===== src/rtl/sram_host_port.sv =====
// Host-side SRAM port: LOAD streams words into the SRAM from a base address, DRAIN reads
// a region back out through a 2-entry skid FIFO so reads keep flowing under backpressure.
module sram_host_port #(
  parameter int ADDR_W = 16,
  parameter int DATA_W = 32,
  parameter int LEN_W  = 17
) (
  input  logic              clk,
  input  logic              rstn,
  input  logic              cmd_valid,
  output logic              cmd_ready,
  input  logic              cmd_op,
  input  logic [ADDR_W-1:0] cmd_base,
  input  logic [LEN_W-1:0]  cmd_len,
  input  logic              s_valid,
  output logic              s_ready,
  input  logic [DATA_W-1:0] s_data,
  output logic              m_valid,
  input  logic              m_ready,
  output logic [DATA_W-1:0] m_data,
  output logic              busy,
  output logic              done,
  output logic              mem_cs,
  output logic              mem_oe,
  output logic              mem_web,
  output logic [ADDR_W-1:0] mem_addr,
  output logic [DATA_W-1:0] mem_wdata,
  input  logic [DATA_W-1:0] mem_rdata
);

  typedef enum logic [1:0] {IDLE, LOAD, DRAIN, DONE} state_t;

  state_t            state_q, state_d;
  logic [ADDR_W-1:0] base_q, base_d;
  logic [LEN_W-1:0]  len_q, len_d;
  logic [LEN_W-1:0]  cnt_q, cnt_d;
  logic              inflight_q, inflight_d;
  logic [DATA_W-1:0] fifo_q [2];
  logic [DATA_W-1:0] fifo_d [2];
  logic              wr_ptr_q, wr_ptr_d;
  logic              rd_ptr_q, rd_ptr_d;
  logic [1:0]        fifo_cnt_q, fifo_cnt_d;

  logic              load_beat;
  logic              pop;
  logic              push;
  logic              rd_req;
  logic [2:0]        occ;
  logic [ADDR_W-1:0] addr;

  assign cmd_ready = (state_q == IDLE);
  assign s_ready   = (state_q == LOAD);
  assign busy      = (state_q != IDLE);
  assign done      = (state_q == DONE);
  assign m_valid   = (fifo_cnt_q != 2'd0);
  assign m_data    = fifo_q[rd_ptr_q];

  // The first DRAIN read issues in the accept cycle so the first word is visible two cycles later.
  // A pop in the same cycle frees a slot in time for the data of a read issued now.
  always_comb begin
    load_beat = (state_q == LOAD) && s_valid;
    pop       = m_valid && m_ready;
    push      = inflight_q;
    occ       = {1'b0, fifo_cnt_q} + {2'b00, inflight_q};
    rd_req    = ((state_q == IDLE) && cmd_valid && cmd_op && (cmd_len != '0)) ||
                ((state_q == DRAIN) && (cnt_q < len_q) && (occ < (3'd2 + {2'b00, pop})));
    addr      = (state_q == IDLE) ? cmd_base : base_q + cnt_q[ADDR_W-1:0];
    mem_cs    = load_beat || rd_req;
    mem_oe    = rd_req;
    mem_web   = !load_beat;
    mem_addr  = mem_cs ? addr : '0;
    mem_wdata = load_beat ? s_data : '0;
  end

  always_comb begin
    state_d    = state_q;
    base_d     = base_q;
    len_d      = len_q;
    cnt_d      = cnt_q;
    inflight_d = rd_req;
    fifo_d     = fifo_q;
    wr_ptr_d   = wr_ptr_q ^ push;
    rd_ptr_d   = rd_ptr_q ^ pop;
    fifo_cnt_d = fifo_cnt_q + 2'(push) - 2'(pop);
    if (push) fifo_d[wr_ptr_q] = mem_rdata;

    case (state_q)
      IDLE: begin
        if (cmd_valid) begin
          base_d  = cmd_base;
          len_d   = cmd_len;
          cnt_d   = rd_req ? LEN_W'(1) : '0;
          if (cmd_len == '0) state_d = DONE;
          else if (cmd_op)   state_d = DRAIN;
          else               state_d = LOAD;
        end
      end
      LOAD: begin
        if (load_beat) begin
          cnt_d = cnt_q + LEN_W'(1);
          if (cnt_q == len_q - LEN_W'(1)) state_d = DONE;
        end
      end
      DRAIN: begin
        if (rd_req) cnt_d = cnt_q + LEN_W'(1);
        if (pop && (fifo_cnt_q == 2'd1) && !inflight_q && (cnt_q == len_q)) state_d = DONE;
      end
      DONE: begin
        cnt_d   = '0;
        state_d = IDLE;
      end
      default: state_d = IDLE;
    endcase
  end

  always_ff @(posedge clk or negedge rstn) begin
    if (!rstn) begin
      state_q    <= IDLE;
      base_q     <= '0;
      len_q      <= '0;
      cnt_q      <= '0;
      inflight_q <= 1'b0;
      fifo_q[0]  <= '0;
      fifo_q[1]  <= '0;
      wr_ptr_q   <= 1'b0;
      rd_ptr_q   <= 1'b0;
      fifo_cnt_q <= 2'd0;
    end else begin
      state_q    <= state_d;
      base_q     <= base_d;
      len_q      <= len_d;
      cnt_q      <= cnt_d;
      inflight_q <= inflight_d;
      fifo_q     <= fifo_d;
      wr_ptr_q   <= wr_ptr_d;
      rd_ptr_q   <= rd_ptr_d;
      fifo_cnt_q <= fifo_cnt_d;
    end
  end

endmodule

===== config.mk =====
export PLATFORM = sky130hd
export DESIGN_NAME = sram_host_port
export DESIGN_NICKNAME = d
export VERILOG_FILES = /design/src/rtl/sram_host_port.sv
export SDC_FILE = /design/constraint.sdc
export NUM_CORES = 1
export LEC_CHECK = 0
export ABC_AREA = 1
export BUFFER_PORTS_ARGS = -buffer_cell sky130_fd_sc_hd__buf_2
export CORE_MARGIN = 2
export CORE_UTILIZATION = 50
export DETAILED_ROUTE_END_ITERATION = 10
export HOLD_SLACK_MARGIN = 0.06
export PLACE_DENSITY = 0.75
export SKIP_LAST_GASP = 1
export SLEW_MARGIN = 20
export SYNTH_ARGS = -nofsm -noshare
export SYNTH_HDL_FRONTEND = slang
export SYNTH_SLANG_ARGS = --single-unit

===== constraint.sdc =====
create_clock -name clk -period 6.8 [get_ports clk]
set_input_delay 1.36 -clock clk [delete_from_list [all_inputs] [get_ports clk]]
set_output_delay 1.36 -clock clk [all_outputs]
set_load 0.02 [all_outputs]

### Yosys cells after proc, flatten, opt, wreduce, memory -nomap -nowiden

Index checks and enable logic that the tools add are counted.
Widths: inputs -> output; s select.

* register bits: 121
* input port bits: 103

* eq/ne operators: 11
* reduce and logical (&&, ||, !) cells: 23
* mux-type cells: 21
* bitwise operators: 4
* add/subtract/negate cells: 7
* order comparisons: 5

Operators with widths (count)
* $mux 32: 5
* $pmux 17 s4: 1
* $bwmux 64: 1
* $mux 17: 3
* $eq 17x17->1: 2
* $demux 32 s1: 1
* $mux 16: 2
* $add 17x1->17 const B: 1
* $logic_not 17->1: 1
* $lt 17x17->1: 1
* $reduce_bool 17->1: 1
* $sub 17x1->17 const B: 1
* $add 16x16->16: 1
* $mux 2: 6
* $logic_and 1x1->1: 11
* $pmux 2 s4: 1
* $ne 2x1->1 const B: 3
* $eq 2x1->1 const B: 2
* $eq 2x2->1 const B: 2
* $ge 2x2->1 const B: 2
* $ne 2x2->1 const B: 2
* $not 1->2: 2
* $reduce_and 4->1: 1
* $reduce_bool 2->1: 2
* other kinds (13): 16

### Longest topological paths before layout

Gate-level depths: netlist of the first run.

* word-level depth: 9
* mapped depth: 15
* gate-level depth less buffers: 15

### Worst setup path before layout of the first run

Ideal clock, no wire load.

* kind: input -> output
* from: input port cmd_len[11]
* to: output port mem_addr[11]
* path buffers: 1
* arrival time: 2494 ps
* stages: 7
* setup slack: 2946 ps
* path through: nor4_1 > nand4_1 > nand4_1 > nand3_2 > buf_4 > o211ai_1 > inv_1

* cells in the longest elaborated chain, start to end: 5

RTL lines
* start: declaration: RTL line 14 `input logic [LEN_W-1:0] cmd_len,`
* $reduce_bool 17->1: RTL line 65 `rd_req = ((state_q == IDLE) && cmd_valid && cmd_op && (cmd_len != '0)) ||`
* $logic_and 1x1->1: RTL line 65
* $logic_or 1x1->1: RTL line 65
* $logic_or 1x1->1: RTL line 68 `mem_cs = load_beat || rd_req;`
* named net mem_cs: RTL line 23 `output logic mem_cs,`
* $mux 16: RTL line 71 `mem_addr = mem_cs ? addr : '0;`
* end: declaration: RTL line 26 `output logic [ADDR_W-1:0] mem_addr,`

The timed path passes the listed nets, and every way through them passes these cells.

### Final worst setup path of the first run

* from: input port cmd_len[4]
* to: output port mem_addr[8]

* cells in the longest elaborated chain, start to end: 5

RTL lines (RTL line)
* $reduce_bool 17->1: 65
* $logic_and 1x1->1: 65
* $logic_or 1x1->1: 65
* $logic_or 1x1->1: 68
* $mux 16: 71

No other way between the ends.

==> results of run 1 <==
worst paths after layout:
kind | slack (ns) | endpoint | cells after the start | from
max in group asynchronous | 4.49 | fifo_q[59] | 2 | rstn
worst min-delay path | 0.50 | base_q[13] | 2 | base_q[13]
worst max-delay path | 2.28 | mem_addr[8] | 10 | cmd_len[4]
min in group asynchronous | 0.95 | base_q[13] | 1 | rstn
worst max register to register | 4.26 | cnt_q[0] | 10 | cnt_q[12]
worst min register to register | 0.50 | base_q[13] | 2 | base_q[13]
registers in the layout (all words and copies together), names as in the netlist:
name        cells
wr_ptr_q        1
inflight_q      1
rd_ptr_q        1
cnt_q          17
state_q         2
fifo_cnt_q      2
base_q         16
len_q          17
fifo_q         64
area by class of cell:
type	count	area, um^2
clock inverters	12	165
clock buffers	20	447
inverters	171	642
well taps	211	264
fillers	1360	5690
flip-flops and latches	121	3030
multi-input cells	728	4100
repair buffers	194	983
cell usage in the layout, fill, tap and decap left out, types with 2 or more instances in the layout:
master,count
o21ai_0,107
inv_1,163
nor3b_1,2
o22ai_1,2
o21ai_1,10
xnor2_1,10
dfrtp_1,121
a21oi_1,35
nand2_1,244
inv_6,4
nor3_4,2
or2_2,2
ha_1,44
nor2_1,95
and3_1,2
nand3_2,3
clkbuf_16,17
clkinvlp_4,3
o21bai_1,4
mux2_2,39
nand2_2,4
buf_4,5
nand4_1,15
clkbuf_1,2
nor3_1,13
nand3b_1,5
buf_2,189
nand3_1,42
clkinv_4,2
inv_2,7
bufinv_16,3
nor2_2,6
xor2_1,16
nor4_1,4
o211ai_1,9
power groups by stage:
stage               logic (W)  clock network (W)  registers (W)
CTS                   0.00209           0.000943        0.00124
global route          0.00233           0.000981        0.00128
floorplan             0.00157                  0        0.00118
global placement      0.00205                  0        0.00123
detailed placement    0.00207                  0        0.00125
finish                0.00208           0.000933        0.00124
synthesized netlist by cell type (3+ instances only):
cell type	n
xor2_1	16
mux2_2	39
nand4_1	15
nand2_1	245
nand3b_1	5
nor3_1	13
buf_1	4
o21ai_0	107
nor2_1	95
o211ai_1	9
inv_1	163
xnor2_1	10
clkbuf_1	27
nand2_2	3
nor2_2	6
inv_2	7
nand3_1	42
dfrtp_1	121
o21bai_1	4
ha_1	45
o21ai_1	10
nor4_1	4
nand3_2	3
a21oi_1	35
cell families after synthesis:
logic type	after synthesis	share of synthesized area, %
adders and majority gates	46	7.37
buffers and inverters	208	10.2
and+or+nand+nor	445	24.3
AOI/OAI and AO/OA	172	11.5
muxes	39	5.55
DFF	121	38.2
xor gates and xnor gates	26	2.88
per-layer routing:
layer | track usage, % | routed length, um
met5 | 0 | 0
met4 | 8.29 | 444
met3 | 4.96 | 1280
met2 | 42.3 | 9650
met1 | 30.8 | 8660
metrics by stage:
step	total power [W]	cell area, um^2	util [%]	hold slack [ns]	setup WS, ns
2_1_floorplan	0.00275	7920	-	0.459	2.95
3_3_place_gp	0.00328	9000	58.8	0.478	2.35
3_5_place_dp	0.00332	9000	58.8	0.492	2.31
4_1_cts	0.00427	9620	62.8	0.506	2.29
5_1_grt	0.00459	9630	62.9	0.516	2.10
6_report	0.00425	9630	62.9	0.504	2.28
critical path, delay by kind of cell:
kind / cells / cell delay, ns
AND/OR/NAND/NOR: 5 / 1.21
buffers and inverters: 4 / 0.35
AO/OA/AOI/OAI: 1 / 0.22
==> impl_metrics.env, run 1 <==
export IMPL_dr_total_vias=7373
export IMPL_finalCritPeriodShare_pct=66.4
export IMPL_syn2layout_area_growth_pct=21.6
export IMPL_cts_resized=0
export IMPL_stdcell_count=1457
export IMPL_cts_tree="done"
export IMPL_diodes=0
export IMPL_p_int_w=0.00236
export IMPL_start_kind="input pin"
export IMPL_htree_num_levels=4
export IMPL_yosysUniqueCellTypes=45
export IMPL_routed_via_density=5.06
export IMPL_finalMaxSlewViolations=0
export IMPL_placed_cells=1425
export IMPL_skew_ns=0.00724
export IMPL_synthTopCellsByArea="dfrtp_1 38%, nand2_1 12%, inv_1 7.7%"
export IMPL_setup_violations=0
export IMPL_setup_tns_ns=0
export IMPL_synth_seq_cells=121
export IMPL_numPortBuffers=190
export IMPL_clock_fmax_mhz=221
export IMPL_worstPathArrival_ns=3.16
export IMPL_clk_latency_ns=0.42
export IMPL_nets=1382
export IMPL_rows=45
export IMPL_routabilityCongestion=0.911
export IMPL_drtIter0Drc=432
export IMPL_yosysTopAreaCellShare_pct=38.2
export IMPL_synth_edf_count=0
export IMPL_status="complete, no violations"
export IMPL_p_switching_w=0.00189
export IMPL_crit_path_end_kind="output pin"
export IMPL_swShare_pct=44.5
export IMPL_cp_max_fo=17
export IMPL_antenna_left=0
export IMPL_max_stage_delay_ns=0.33
export IMPL_drc=0
export IMPL_routed_wl_um=20000
export IMPL_grt_pass1_wl_um=32400
export IMPL_synthesis_nets=1206
export IMPL_max_slew_margin_pct=33.7
export IMPL_post_cts_buffers=0
export IMPL_yosys_most_used_dff="dfrtp_1"
export IMPL_cts_buffers_inserted=17
export IMPL_grt_max_degree=72
export IMPL_ir_worst_vdd_mv=0.351
export IMPL_period_minus_slack_ns=4.52
export IMPL_cpMostUsedCell="nand4_1"
export IMPL_fp_coreArea_mm2=0.0153
export IMPL_clk_pin_slew_ns=0.06
export IMPL_holdBufCountCts=0
export IMPL_rsz0062_at_grt="no"
export IMPL_dieArea_mm2=0.0169
export IMPL_synth_cells=1057
export IMPL_critPathKind="in2out"
export IMPL_io_pins=191
export IMPL_cts_sinks=121
export IMPL_syn_area_mm2=0.00792
export IMPL_start_util_pct=51.7
export IMPL_p_leak_nw=5.22
export IMPL_grt_total_usage_pct=24.5
export IMPL_final_hold_viol_count=0
export IMPL_cp_required_ns=5.44
export IMPL_grt_pass1_vias=6886
export IMPL_seq_power_share_pct=29.1
export IMPL_antenna_found_initial=0
export IMPL_grt_ovfl_total=0
export IMPL_cap_viol_max_count=0
export IMPL_pwr_share_clk_pct=21.9
export IMPL_layout_drive_gt1_share_pct=23.5
export IMPL_synth_avg_cell_area_um2=7.49
export IMPL_detailed_place_hpwl_um=14900
export IMPL_powerDensity_mw_per_mm2=442
export IMPL_synth_largest_area_cell="dfrtp_1"
export IMPL_async_flop_share_pct=100
export IMPL_slowest_stage="nand3_2"
export IMPL_synth_seq_area_share_pct=38.2
export IMPL_cp_cell_sequence="buf_2 > inv_1 > nand4_1 > nor3_1 > nand4_1 > nand4_1 > nand3_2 > o211ai_1 > inv_1 > buf_2"
export IMPL_drt_wirelength_per_cell_um=13.7
export IMPL_hold_class="reg2reg"
export IMPL_cts_root_buffer="clkbuf_16"
export IMPL_drt_pass1_iterations=6
export IMPL_pwr_share_comb_pct=48.9
export IMPL_die_h_um=130
export IMPL_clockBufferDepth=2
export IMPL_synth_warnings=0
export IMPL_tightest_slew_ns=0.991
export IMPL_die_x_um=130
Power figures use the tool's default switching activity.
==> run 2: changes to the inputs <==
--- a/config.mk
+++ b/config.mk
@@ -5,13 +5,13 @@
 export SDC_FILE = /design/constraint.sdc
 export NUM_CORES = 1
 export LEC_CHECK = 0
-export ABC_AREA = 1
+export ABC_AREA = 0
 export BUFFER_PORTS_ARGS = -buffer_cell sky130_fd_sc_hd__buf_2
 export CORE_MARGIN = 2
 export CORE_UTILIZATION = 50
 export DETAILED_ROUTE_END_ITERATION = 10
 export HOLD_SLACK_MARGIN = 0.06
-export PLACE_DENSITY = 0.75
+export PLACE_DENSITY = 0.76
 export SKIP_LAST_GASP = 1
 export SLEW_MARGIN = 20
 export SYNTH_ARGS = -nofsm -noshare
==> constraint.sdc (replaced) <==
create_clock -name clk -period 4.6 [get_ports clk]
set_input_delay 0.92 -clock clk [delete_from_list [all_inputs] [get_ports clk]]
set_output_delay 0.92 -clock clk [all_outputs]
set_load 0.02 [all_outputs]
==> run 2 against run 1 <==
Against the previous run: first-iteration DRC count fell by 35%; die area down 4.1%; final cell count is 23% lower; via count fell by 13%; sequential share of layout area up 1.0 points; worst setup slack got worse by 2.1 ns; clock skew increased by 0.0041 ns; wire length decreased by 8.0%; critical path depth rose by 1; area after synthesis down 4.2%.
==> impl_metrics.env, run 2 <==
export IMPL_status="complete, no violations"
export IMPL_io_pins=191
export IMPL_layout_cells_most_common="buf_2"
export IMPL_detailed_place_hpwl_um=13300
export IMPL_synth_largest_area_cell="dfrtp_1"
export IMPL_reg_top3="fifo_q (64), cnt_q (17), len_q (17)"
export IMPL_grt_ovfl_total=0
export IMPL_seq_power_share_pct=29.2
export IMPL_p_int_w=0.00377
export IMPL_tightest_slew_ns=0.913
export IMPL_final_hold_viol_count=0
export IMPL_clockBufferDepth=2
export IMPL_pwr_share_comb_pct=51.2
export IMPL_die_h_um=127
export IMPL_largest_reg_flops=64
export IMPL_placed_cells=1089
export IMPL_synth_edf_count=0
export IMPL_synth_avg_cell_area_um2=10.3
export IMPL_synth_seq_cells=121
export IMPL_rows=45
export IMPL_synthesis_nets=883
export IMPL_numPortBuffers=190
export IMPL_antenna_found_initial=1
export IMPL_swShare_pct=42.7
export IMPL_synth_seq_area_share_pct=39.9
export IMPL_cts_buffers_inserted=17
export IMPL_grt_pass1_wl_um=29800
export IMPL_die_x_um=127
export IMPL_synth_cells=734
export IMPL_cp_max_fo=15
export IMPL_drt_pass1_iterations=4
export IMPL_syn2layout_area_growth_pct=23.0
export IMPL_nets=1069
export IMPL_synthTopCellsByArea="dfrtp_1 40%, mux2_2 19%, ha_1 7.4%"
export IMPL_drt_wirelength_per_cell_um=16.4
export IMPL_yosysUniqueCellTypes=61
export IMPL_routabilityCongestion=0.853
export IMPL_dieArea_mm2=0.0162
export IMPL_cts_tree="done"
export IMPL_clk_pin_slew_ns=0.06
export IMPL_placed_area_mm2=0.00875
export IMPL_hold_class="reg2reg"
export IMPL_antenna_left=0
export IMPL_cts_sinks=121
export IMPL_stdcell_count=1121
export IMPL_setup_violations=0
export IMPL_grt_max_degree=69
export IMPL_p_leak_nw=4.55
export IMPL_cpMostUsedCell="ha_1"
export IMPL_fp_coreArea_mm2=0.0150
export IMPL_final_core_util_pct=62.0
export IMPL_synth_most_common_cell="mux2_2"
export IMPL_drtIter0Drc=280
export IMPL_largest_register="fifo_q"
export IMPL_period_minus_slack_ns=4.45
export IMPL_grt_total_usage_pct=22.9
export IMPL_slowest_stage="a2111oi_1"
export IMPL_p_switching_w=0.00281
export IMPL_clock_fmax_mhz=225
export IMPL_routed_wl_um=18400
export IMPL_critPathKind="reg2out"
export IMPL_async_flop_share_pct=100
export IMPL_layout_drive_gt1_share_pct=39.5
export IMPL_crit_path_end_kind="output pin"
export IMPL_drc=0
export IMPL_setup_tns_ns=0
export IMPL_diodes=0
export IMPL_finalCritPeriodShare_pct=96.7
export IMPL_start_kind="register"
export IMPL_max_stage_delay_ns=0.51
export IMPL_finalMaxSlewViolations=0
export IMPL_final_cell_mix="189 x buf_2, 129 x mux2_2, 121 x dfrtp_1"
export IMPL_total_power_w=0.00658
export IMPL_routed_via_density=5.70
export IMPL_clk_latency_ns=0.43
export IMPL_skew_ns=0.0113
export IMPL_pwr_share_clk_pct=19.6
export IMPL_cts_root_buffer="clkbuf_16"
export IMPL_final_area_mm2=0.00932
export IMPL_yosys_most_used_dff="dfrtp_1"
export IMPL_powerDensity_mw_per_mm2=706
export IMPL_grt_pass1_vias=6087
export IMPL_ir_worst_vdd_mv=0.363
export IMPL_yosysTopAreaCellShare_pct=39.9
export IMPL_dr_total_vias=6389
export IMPL_cp_cell_sequence="ha_1 > ha_1 > or3b_2 > a2111oi_1 > o311ai_1 > and3_1 > buf_4 > inv_1 > nand2_1 > a311oi_1 > buf_2"
export IMPL_syn_area_mm2=0.00758
export IMPL_netlist_top_cells_count="129 x mux2_2, 121 x dfrtp_1, 45 x ha_1"
export IMPL_cp_required_ns=3.68
export IMPL_htree_num_levels=4
export IMPL_max_slew_margin_pct=39.1
export IMPL_worstPathArrival_ns=3.53
export IMPL_synth_warnings=0
export IMPL_cap_viol_max_count=0
export IMPL_start_util_pct=50.4
## run 2: power by group through the flow
| stage | clock network, W | logic [W] | registers, W |
|---|---|---|---|
| finish | 0.00129 | 0.00337 | 0.00192 |
| global route | 0.00137 | 0.00370 | 0.00198 |
| CTS | 0.00132 | 0.00338 | 0.00192 |
| detailed placement | 0 | 0.00335 | 0.00193 |
| global placement | 0 | 0.00329 | 0.00190 |
| floorplan | 0 | 0.00257 | 0.00178 |
## run 2: worst paths after layout
| check | start | to | slack (ns) | cells past startpoint |
|---|---|---|---|---|
| setup / recovery | inflight_q | mem_addr[15] | 0.15 | 11 |
| hold / removal | fifo_q[11] | fifo_q[11] | 0.50 | 1 |
| setup reg to reg | len_q[1] | state_q[1] | 1.28 | 9 |
| hold reg to reg | fifo_q[11] | fifo_q[11] | 0.50 | 1 |
| max in group asynchronous | rstn | fifo_q[48] | 3.19 | 2 |
| min in group asynchronous | rstn | base_q[5] | 0.62 | 1 |
## run 2: worst max-delay path, delay by kind of cell, from the launching register on
kind	cells	cell delay [ns]
AO/OA/AOI/OAI	3	0.95
AND/OR/NAND/NOR	3	0.80
adder cells (fa/ha/maj)	2	0.39
flip-flops	1	0.43
buffers and inverters	3	0.54
## run 2: cells by family (layout without fill, tap and decap cells)
group	count (synthesis)	count (layout)	share of synthesized area [%]
AO/OA/AOI/OAI	130	130	11.3
XOR/XNOR	30	30	3.47
adder cells (fa/ha/maj)	46	46	7.69
buffers and inverters	73	272	3.61
flip-flops	121	121	39.9
multiplexers	133	133	19.7
AND/OR/NAND/NOR	201	201	14.4
## run 2: timing repair
item / 4_1_cts / 5_1_grt
hold buffers: 0 / 0
resized for setup: 0 / 2
setup endpoints to repair: 0 / 4
setup buffers: 0 / 0
## run 2: layout make-up
cell class                      count  area [um^2]
Clock buffer                       17          425
Clock inverter                     15          150
Fill cell                        1233         5710
Inverter                           37          139
Multi-Input combinational cell    540         4280
Sequential cell                   121         3030
Tap cell                          188          235
Timing Repair Buffer              203         1060
## run 2: routing by layer
metal	routed length [um]	vias to the layer above	track usage (%)
met2	8950	193	38.7
met5	16	-	0
met1	8290	3081	29.6
li1	-	3090	-
met4	254	2	7.37
met3	905	23	4.82
## run 2: metrics by stage
stage                     worst slack (ns)  hold slack (ns)
after floorplan                      0.533            0.475
after global routing               -0.0737            0.515
after global placement               0.440            0.485
final                                0.150            0.502
after detailed placement             0.362            0.490
after CTS                           0.0804            0.507
